===== src/rtl/control_subcmd_readarea.sv =====
// rtl/control_subcmd_readarea.sv - walks a clipped framebuffer rectangle with byte reads
// and streams the returned bytes over a valid/ready port through a 2-entry FIFO.
module control_subcmd_readarea #(
  parameter int BYTES_PER_PIXEL = 2,
  parameter int PIXEL_HEIGHT    = 5,
  parameter int PIXEL_WIDTH     = 6,
  parameter int _UNUSED         = 0,
  localparam int CB = (PIXEL_WIDTH > 1) ? $clog2(PIXEL_WIDTH) : 1,
  localparam int RB = (PIXEL_HEIGHT > 1) ? $clog2(PIXEL_HEIGHT) : 1,
  localparam int PB = (BYTES_PER_PIXEL > 1) ? $clog2(BYTES_PER_PIXEL) : 1,
  localparam int DB = 8 + 0 * _UNUSED
) (
  input  logic          clk,
  input  logic          reset,
  input  logic          enable,
  input  logic          ack,
  input  logic [CB-1:0] x1,
  input  logic [CB-1:0] width,
  input  logic [RB-1:0] y1,
  input  logic [RB-1:0] height,
  output logic [RB-1:0] row,
  output logic [CB-1:0] column,
  output logic [PB-1:0] pixel,
  output logic          ram_read_enable,
  output logic          ram_access_start,
  input  logic [DB-1:0] ram_data,
  output logic [DB-1:0] out_data,
  output logic          out_valid,
  input  logic          out_ready,
  output logic          done
);

  localparam logic [CB:0]   COL_LIMIT = (CB+1)'(PIXEL_WIDTH);
  localparam logic [RB:0]   ROW_LIMIT = (RB+1)'(PIXEL_HEIGHT);
  localparam logic [PB-1:0] PIX_TOP   = PB'(BYTES_PER_PIXEL - 1);

  typedef enum logic [1:0] {S_IDLE, S_READ, S_DRAIN, S_DONE} state_t;
  state_t state, state_next;

  logic [CB:0]   col_sum, col_end;
  logic [RB:0]   row_sum, row_end;
  logic          area_empty;
  logic [CB-1:0] x_lo, col_hi;
  logic [RB-1:0] y_lo;
  logic          first_read, pending, issue, accept, abort, last_addr;
  logic [1:0]    count, count_next;
  logic [2:0]    fill_after;
  logic [DB-1:0] slot1;

  // One extra bit on the sums so x1+width never wraps before clipping.
  assign col_sum = {1'b0, x1} + {1'b0, width};
  assign row_sum = {1'b0, y1} + {1'b0, height};
  assign col_end = (col_sum > COL_LIMIT) ? COL_LIMIT : col_sum;
  assign row_end = (row_sum > ROW_LIMIT) ? ROW_LIMIT : row_sum;
  assign area_empty = (width == '0) || (height == '0) ||
                      ({1'b0, x1} >= COL_LIMIT) || ({1'b0, y1} >= ROW_LIMIT);

  assign accept     = out_valid && out_ready;
  assign abort      = (state != S_IDLE) && !enable;
  assign last_addr  = (pixel == '0) && (column == x_lo) && (row == y_lo);
  // Occupancy after this cycle's accept and capture; also the next FIFO count.
  assign fill_after = {1'b0, count} - {2'b0, accept} + {2'b0, pending};
  assign count_next = abort ? 2'd0 : fill_after[1:0];

  always_ff @(posedge clk or negedge reset) begin
    if (!reset) state <= S_IDLE;
    else        state <= state_next;
  end

  always_comb begin
    state_next = state;
    issue      = 1'b0;
    case (state)
      S_IDLE: if (enable) state_next = area_empty ? S_DONE : S_READ;
      S_READ: begin
        if (!enable) state_next = S_IDLE;
        else begin
          issue = (fill_after < 3'd2);
          if (issue && last_addr) state_next = S_DRAIN;
        end
      end
      S_DRAIN: begin
        if (!enable)                 state_next = S_IDLE;
        else if (fill_after == 3'd0) state_next = S_DONE;
      end
      S_DONE:  if (!enable || ack) state_next = S_IDLE;
      default: state_next = S_IDLE;
    endcase
  end

  assign ram_read_enable  = issue;
  assign ram_access_start = issue && first_read;
  assign done             = (state == S_DONE);

  always_ff @(posedge clk or negedge reset) begin
    if (!reset) begin
      count     <= 2'd0;
      out_valid <= 1'b0;
      out_data  <= '0;
      slot1     <= '0;
      pending   <= 1'b0;
    end else begin
      count     <= count_next;
      out_valid <= (count_next != 2'd0);
      pending   <= issue;
      if (!abort) begin
        if (accept) begin
          if (pending && count == 2'd1) out_data <= ram_data;
          else                          out_data <= slot1;
          if (pending) slot1 <= ram_data;
        end else if (pending) begin
          if (count == 2'd0) out_data <= ram_data;
          else               slot1    <= ram_data;
        end
      end
    end
  end

  // The final address is held after the last read so it never leaves the area.
  always_ff @(posedge clk or negedge reset) begin
    if (!reset) begin
      row        <= '0;
      column     <= '0;
      pixel      <= '0;
      x_lo       <= '0;
      y_lo       <= '0;
      col_hi     <= '0;
      first_read <= 1'b0;
    end else if (state == S_IDLE && enable && !area_empty) begin
      row        <= RB'(row_end - 1'b1);
      column     <= CB'(col_end - 1'b1);
      pixel      <= PIX_TOP;
      x_lo       <= x1;
      y_lo       <= y1;
      col_hi     <= CB'(col_end - 1'b1);
      first_read <= 1'b1;
    end else if (issue) begin
      first_read <= 1'b0;
      if (!last_addr) begin
        if (pixel != '0) pixel <= pixel - 1'b1;
        else begin
          pixel <= PIX_TOP;
          if (column != x_lo) column <= column - 1'b1;
          else begin
            column <= col_hi;
            row    <= row - 1'b1;
          end
        end
      end
    end
  end

endmodule


===== config.mk =====
export PLATFORM = sky130hd
export DESIGN_NAME = control_subcmd_readarea
export DESIGN_NICKNAME = d
export VERILOG_FILES = /design/src/rtl/control_subcmd_readarea.sv
export SDC_FILE = /design/constraint.sdc
export NUM_CORES = 1
export LEC_CHECK = 0
export ABC_CLOCK_PERIOD_IN_PS = 3500
export CAP_MARGIN = 20
export CORE_UTILIZATION = 53
export CTS_BUF_LIST = sky130_fd_sc_hd__clkbuf_4
export DETAILED_ROUTE_END_ITERATION = 10
export PLACE_DENSITY = 0.82
export REMOVE_ABC_BUFFERS = 1
export SLEW_MARGIN = 40
export SYNTH_ARGS = -nofsm -noshare
export SYNTH_HDL_FRONTEND = slang
export SYNTH_SLANG_ARGS = --single-unit
export TNS_END_PERCENT = 10

===== constraint.sdc =====
create_clock -name clk -period 3.5 [get_ports clk]
set_clock_uncertainty 0.15 [all_clocks]
set_input_delay 0.7 -clock clk [delete_from_list [all_inputs] [get_ports clk]]
set_output_delay 0.7 -clock clk [all_outputs]
set_load 0.02 [all_outputs]

==> report_table.html <==
<table>
<tr><th>Metric</th><th>Value</th></tr>
<tr><th colspan="2">Clock network</th></tr>
<tr><td>CTS tree</td><td>yes</td></tr>
<tr><td>Clk root buf</td><td>clkbuf_4</td></tr>
<tr><td>Insertion delay of the later-clocked pin in the worst-skew pair</td><td>0.34 ns</td></tr>
<tr><td>Clock sinks</td><td>39</td></tr>
<tr><td>H-tree lvl count</td><td>2</td></tr>
<tr><td>Number of buffers between clock root and the deepest sink</td><td>2</td></tr>
<tr><td>Worst-path clk slew</td><td>0.13 ns</td></tr>
<tr><td>Clock buffer count from CTS</td><td>5</td></tr>
<tr><th colspan="2">GRT</th></tr>
<tr><td>Via count of the first global-routing pass</td><td>approximately 1,700</td></tr>
<tr><td>Pin count of the biggest net entering global routing</td><td>40</td></tr>
<tr><td>M2 GR Usage</td><td>0.3864</td></tr>
<tr><td>Overall overflow remaining after global route</td><td>0</td></tr>
<tr><td>Global-route track usage on met3</td><td>0.04110</td></tr>
<tr><td>Grt peak-use layer</td><td>met2</td></tr>
<tr><td>Wire length of the first global-routing pass</td><td>between 7000 and 8000 microns</td></tr>
<tr><td>M1 GR Usage</td><td>0.2691</td></tr>
<tr><td>Total track usage</td><td>0.2239</td></tr>
<tr><td>Initial antenna violation count</td><td>0</td></tr>
<tr><th colspan="2">Placed design</th></tr>
<tr><td>Final weighted congestion in routability-driven placement</td><td>a little under 0.8</td></tr>
<tr><td>HPWL reported at the end of detailed placement</td><td>about 3400 microns</td></tr>
<tr><td>Pre-CTS setup slack</td><td>-0.6480 ns</td></tr>
<tr><td>IO buf count</td><td>43</td></tr>
<tr><td>Area after DPL</td><td>roughly 0.0027 sq mm</td></tr>
<tr><th colspan="2">Logic synthesis</th></tr>
<tr><td>Primary flip-flop cell chosen by synthesis mapping</td><td>dfrtp_1</td></tr>
<tr><td>Post-synthesis average cell area</td><td>between 10 and 15 sq um</td></tr>
<tr><td>EDFF count, synth</td><td>0</td></tr>
<tr><td>Post-synthesis cell count</td><td>212</td></tr>
<tr><td>Number of library cell types mapped by synthesis</td><td>46</td></tr>
<tr><td>FFs w/ async S/R, synth</td><td>1.000</td></tr>
<tr><td>Number of register bits inferred by synthesis</td><td>39</td></tr>
<tr><td>Yosys warnings</td><td>0</td></tr>
<tr><td>Post-synthesis sequential area ratio</td><td>0.4404</td></tr>
<tr><td>Post-synth design cell area</td><td>approximately 0.0022 sq mm</td></tr>
<tr><th colspan="2">Setup path</th></tr>
<tr><td>CP Data Arrival Time</td><td>between 2 and 3 ns</td></tr>
<tr><td>Critical Path Source Type</td><td>input port</td></tr>
<tr><td>Max Fanout on Critical Path</td><td>3</td></tr>
<tr><td>Slowest-stage cell, CP</td><td>fa_1</td></tr>
<tr><td>Worst setup path class</td><td>in2out</td></tr>
<tr><td>CP Capture Type</td><td>output port</td></tr>
<tr><td>Ordered cell list for the critical path</td><td>clkdlybuf4s15_1, nand2_2, xnor2_2, ha_2, inv_1, fa_1, nand4b_1, nand2b_4, inv_4, and2_1, buf_4</td></tr>
<tr><td>Required time of the critical path</td><td>approximately 2.7 ns</td></tr>
<tr><td>Critical path's largest stage delay</td><td>0.51 ns</td></tr>
<tr><th colspan="2">Power</th></tr>
<tr><td>Maximum ir drop on the vdd rail</td><td>~340 uV</td></tr>
<tr><td>Post-layout power</td><td>around 2.2 mW</td></tr>
<tr><td>Switching portion of total power</td><td>0.3985</td></tr>
<tr><td>Internal Pwr Total</td><td>approximately 1.3 mW</td></tr>
<tr><td>Net load switching power</td><td>0.8737 mW</td></tr>
<tr><td>Power per cell area</td><td>about 760 mW/mm^2</td></tr>
<tr><td>Clock network fraction of design power</td><td>0.108</td></tr>
<tr><td>Fraction of power consumed by combinational cells</td><td>0.513</td></tr>
<tr><td>Power share of the sequential group</td><td>0.379</td></tr>
<tr><td>Static Leak</td><td>1.343 nW</td></tr>
<tr><th colspan="2">Hold path</th></tr>
<tr><td>Class of the most critical hold timing path</td><td>in2async</td></tr>
<tr><th colspan="2">Finish</th></tr>
<tr><td>Share of post-route cells with drive strength above 1</td><td>0.1898</td></tr>
<tr><td>Growth of design area from synthesis to finish</td><td>29.36%</td></tr>
<tr><td>Filler Cells Inserted</td><td>309</td></tr>
<tr><td>Net total in the final layout</td><td>roughly 310</td></tr>
<tr><td>Number of diodes added for antenna fixing</td><td>0</td></tr>
<tr><td>Final non-filler cell area</td><td>about 0.0029 sq mm</td></tr>
<tr><td>Finished Core Util</td><td>0.7166</td></tr>
<tr><th colspan="2">Timing</th></tr>
<tr><td>Final setup violation count</td><td>0</td></tr>
<tr><td>Hold Fails Final Rpt</td><td>0</td></tr>
<tr><td>Fraction of the cycle the final worst path needs</td><td>0.9569</td></tr>
<tr><td>Final setup TNS</td><td>0 ns</td></tr>
<tr><td>Slew at the pin closest to its max-slew limit</td><td>between 0.7 and 0.8 ns</td></tr>
<tr><td>Final critical delay including setup and external delays</td><td>about 3.3 ns</td></tr>
<tr><td>Max Transition Viols Final</td><td>0</td></tr>
<tr><td>Relative slew slack</td><td>0.4888</td></tr>
<tr><td>Achievable Freq</td><td>about 300 MHz</td></tr>
<tr><td>Unrepaired setup endpoints after global routing</td><td>false</td></tr>
<tr><td>Setup slack of the critical path after layout</td><td>approximately 0.15 ns</td></tr>
<tr><th colspan="2">Detailed routing</th></tr>
<tr><td>Overall via count from detail_route</td><td>1,777</td></tr>
<tr><td>Average wire per standard cell</td><td>approximately 14 microns</td></tr>
<tr><td>Initial DRC count</td><td>about 110</td></tr>
<tr><td>Final routed DRC violation total</td><td>0</td></tr>
<tr><td>Vias per cell</td><td>5.485</td></tr>
<tr><td>Wire length after detailed routing</td><td>4466 microns</td></tr>
<tr><td>Antenna viol nets, final</td><td>0</td></tr>
<tr><td>First-pass iteration count of the detailed router</td><td>4</td></tr>
<tr><th colspan="2">Floorplanning</th></tr>
<tr><td>Row count</td><td>23</td></tr>
<tr><td>Starting Density</td><td>0.5540</td></tr>
<tr><td>Die height</td><td>66.66 microns</td></tr>
<tr><td>Area of the core region</td><td>0.004000 sq mm</td></tr>
<tr><td># IOs</td><td>44</td></tr>
<tr><td>Die Outline Area</td><td>about 0.0044 sq mm</td></tr>
<tr><td>Width of the die</td><td>roughly 67 microns</td></tr>
<tr><th colspan="2">Job</th></tr>
<tr><td>Max-Cap Viols</td><td>0</td></tr>
<tr><th colspan="2">Run status</th></tr>
<tr><td>Run status</td><td>finished, final reports clean</td></tr>
</table>
==> power groups by stage <==
stage	Clock, mW	Combinational [mW]	Sequential (mW)
2_1_floorplan	0	0.593	0.907
3_3_place_gp	0	1.05	0.831
3_5_place_dp	0	1.09	0.840
4_1_cts	0.241	1.12	0.831
5_1_grt	0.265	1.24	0.858
6_report	0.238	1.12	0.831
==> path summary, 6_finish.rpt <==
kind | startpoint | endpoint | slack, ns | depth (start not counted)
max in group asynchronous | reset | pending | 2.71 | 1
max reg2reg | count[0] | column[1] | 0.35 | 15
min in group clk | out_data[0] | out_data[0] | 0.35 | 2
min reg2reg | out_data[0] | out_data[0] | 0.35 | 2
min | reset | out_data[4] | 0.14 | 1
max | out_ready | ram_access_start | 0.15 | 11
==> metrics by stage <==
step | cells | hold slack [ns]
detailed placement | 310 | 0.3192
global route | 324 | 0.1774
floorplan | 206 | 0.2544
finish | 324 | 0.1430
CTS | 322 | 0.1589
global placement | 310 | 0.3110
==> logic make-up after synthesis <==
logic type	count (synthesis)	synth area share
compound gates	40	0.1248
xor+xnor	14	0.05534
fa+ha+maj	13	0.08357
buf+inv	11	0.02654
flops	39	0.4404
mux	19	0.09035
simple gates	76	0.1790
==> critical path: cells and delay by family <==
kind	cells	cell delay, ns
fa+ha+maj	2	0.69
simple gates	4	0.54
buf+inv	4	0.45
xor+xnor	1	0.13
==> layer usage <==
layer / share of wire / up-vias / wire length, microns
li1: - / 867 / -
met1: 0.45 / 864 / 1991
met2: 0.50 / 36 / 2234
met3: 0.035 / 10 / 156
met4: 0.019 / 0 / 83
met5: 0 / - / 0
==> repair_timing <==
| item | 4_1_cts | 5_1_grt |
|---|---|---|
| resized for setup | 14 | 3 |
| setup endpoints to repair | 2 | 5 |
| buffers inserted | 4 | 2 |
| pin swaps | 3 | 2 |
| hold buffers | 0 | 0 |
==> state kept, by name, summed over array words and instances, names as in the netlist <==
name / cells
col_hi: 3
column: 3
count: 2
first_read: 1
out_data: 8
out_valid: 1
pending: 1
pixel: 1
row: 3
slot1: 8
state: 2
x_lo: 3
y_lo: 3
==> cells in the final DEF, fill, tap and decap left out, types with 2 or more instances in the layout <==
cell,count
a211oi_1,2
a21o_1,3
a21oi_1,6
a31o_1,2
and2_1,5
and3_1,3
buf_4,19
clkbuf_4,6
clkdlybuf4s50_1,39
dfrtp_1,39
fa_1,3
ha_1,9
inv_1,4
mux2_2,8
mux2i_1,11
nand2_1,37
nand3_1,6
nand4_1,2
nor2_1,3
nor2b_1,3
nor3_1,2
o211ai_1,2
o21ai_0,12
o21ai_1,4
or2_2,2
or3_1,2
xnor2_1,6
xor2_1,7
==> final cells by class <==
cell class | instances | area (sq um) | area share
Multi-Input combinational cell | 162 | 1201 | 0.4190
Sequential cell | 39 | 975.9 | 0.3405
Timing Repair Buffer | 60 | 548.0 | 0.1912
Tap cell | 50 | 62.56 | 0.02182
Clock buffer | 6 | 45.04 | 0.01571
Inverter | 5 | 21.27 | 0.007420
Clock inverter | 2 | 12.51 | 0.004365
==> cell usage after synthesis, types with 2 or more instances <==
master | instances | area share
a21o_1 | 3 | 0.010
o21ai_0 | 12 | 0.027
ha_1 | 10 | 0.056
dfrtp_1 | 39 | 0.44
nand3_1 | 6 | 0.014
a31o_1 | 2 | 0.0079
nand4_1 | 2 | 0.0056
or2_2 | 2 | 0.0056
nand2_1 | 38 | 0.064
xor2_1 | 7 | 0.028
clkbuf_1 | 2 | 0.0034
nor2_1 | 3 | 0.0051
and2_1 | 5 | 0.014
nand2b_1 | 2 | 0.0056
xnor2_1 | 7 | 0.028
nor3_1 | 2 | 0.0045
and3_1 | 3 | 0.0085
fa_1 | 3 | 0.027
a211oi_1 | 2 | 0.0068
o21ai_1 | 4 | 0.0090
or3_1 | 2 | 0.0056
inv_1 | 5 | 0.0085
mux2i_1 | 11 | 0.050
nor2b_1 | 3 | 0.0085
buf_6 | 2 | 0.010
a21oi_1 | 6 | 0.014
mux2_2 | 8 | 0.041
o211ai_1 | 2 | 0.0068
buf_2 | 2 | 0.0045
Power figures use the tool's default switching activity.
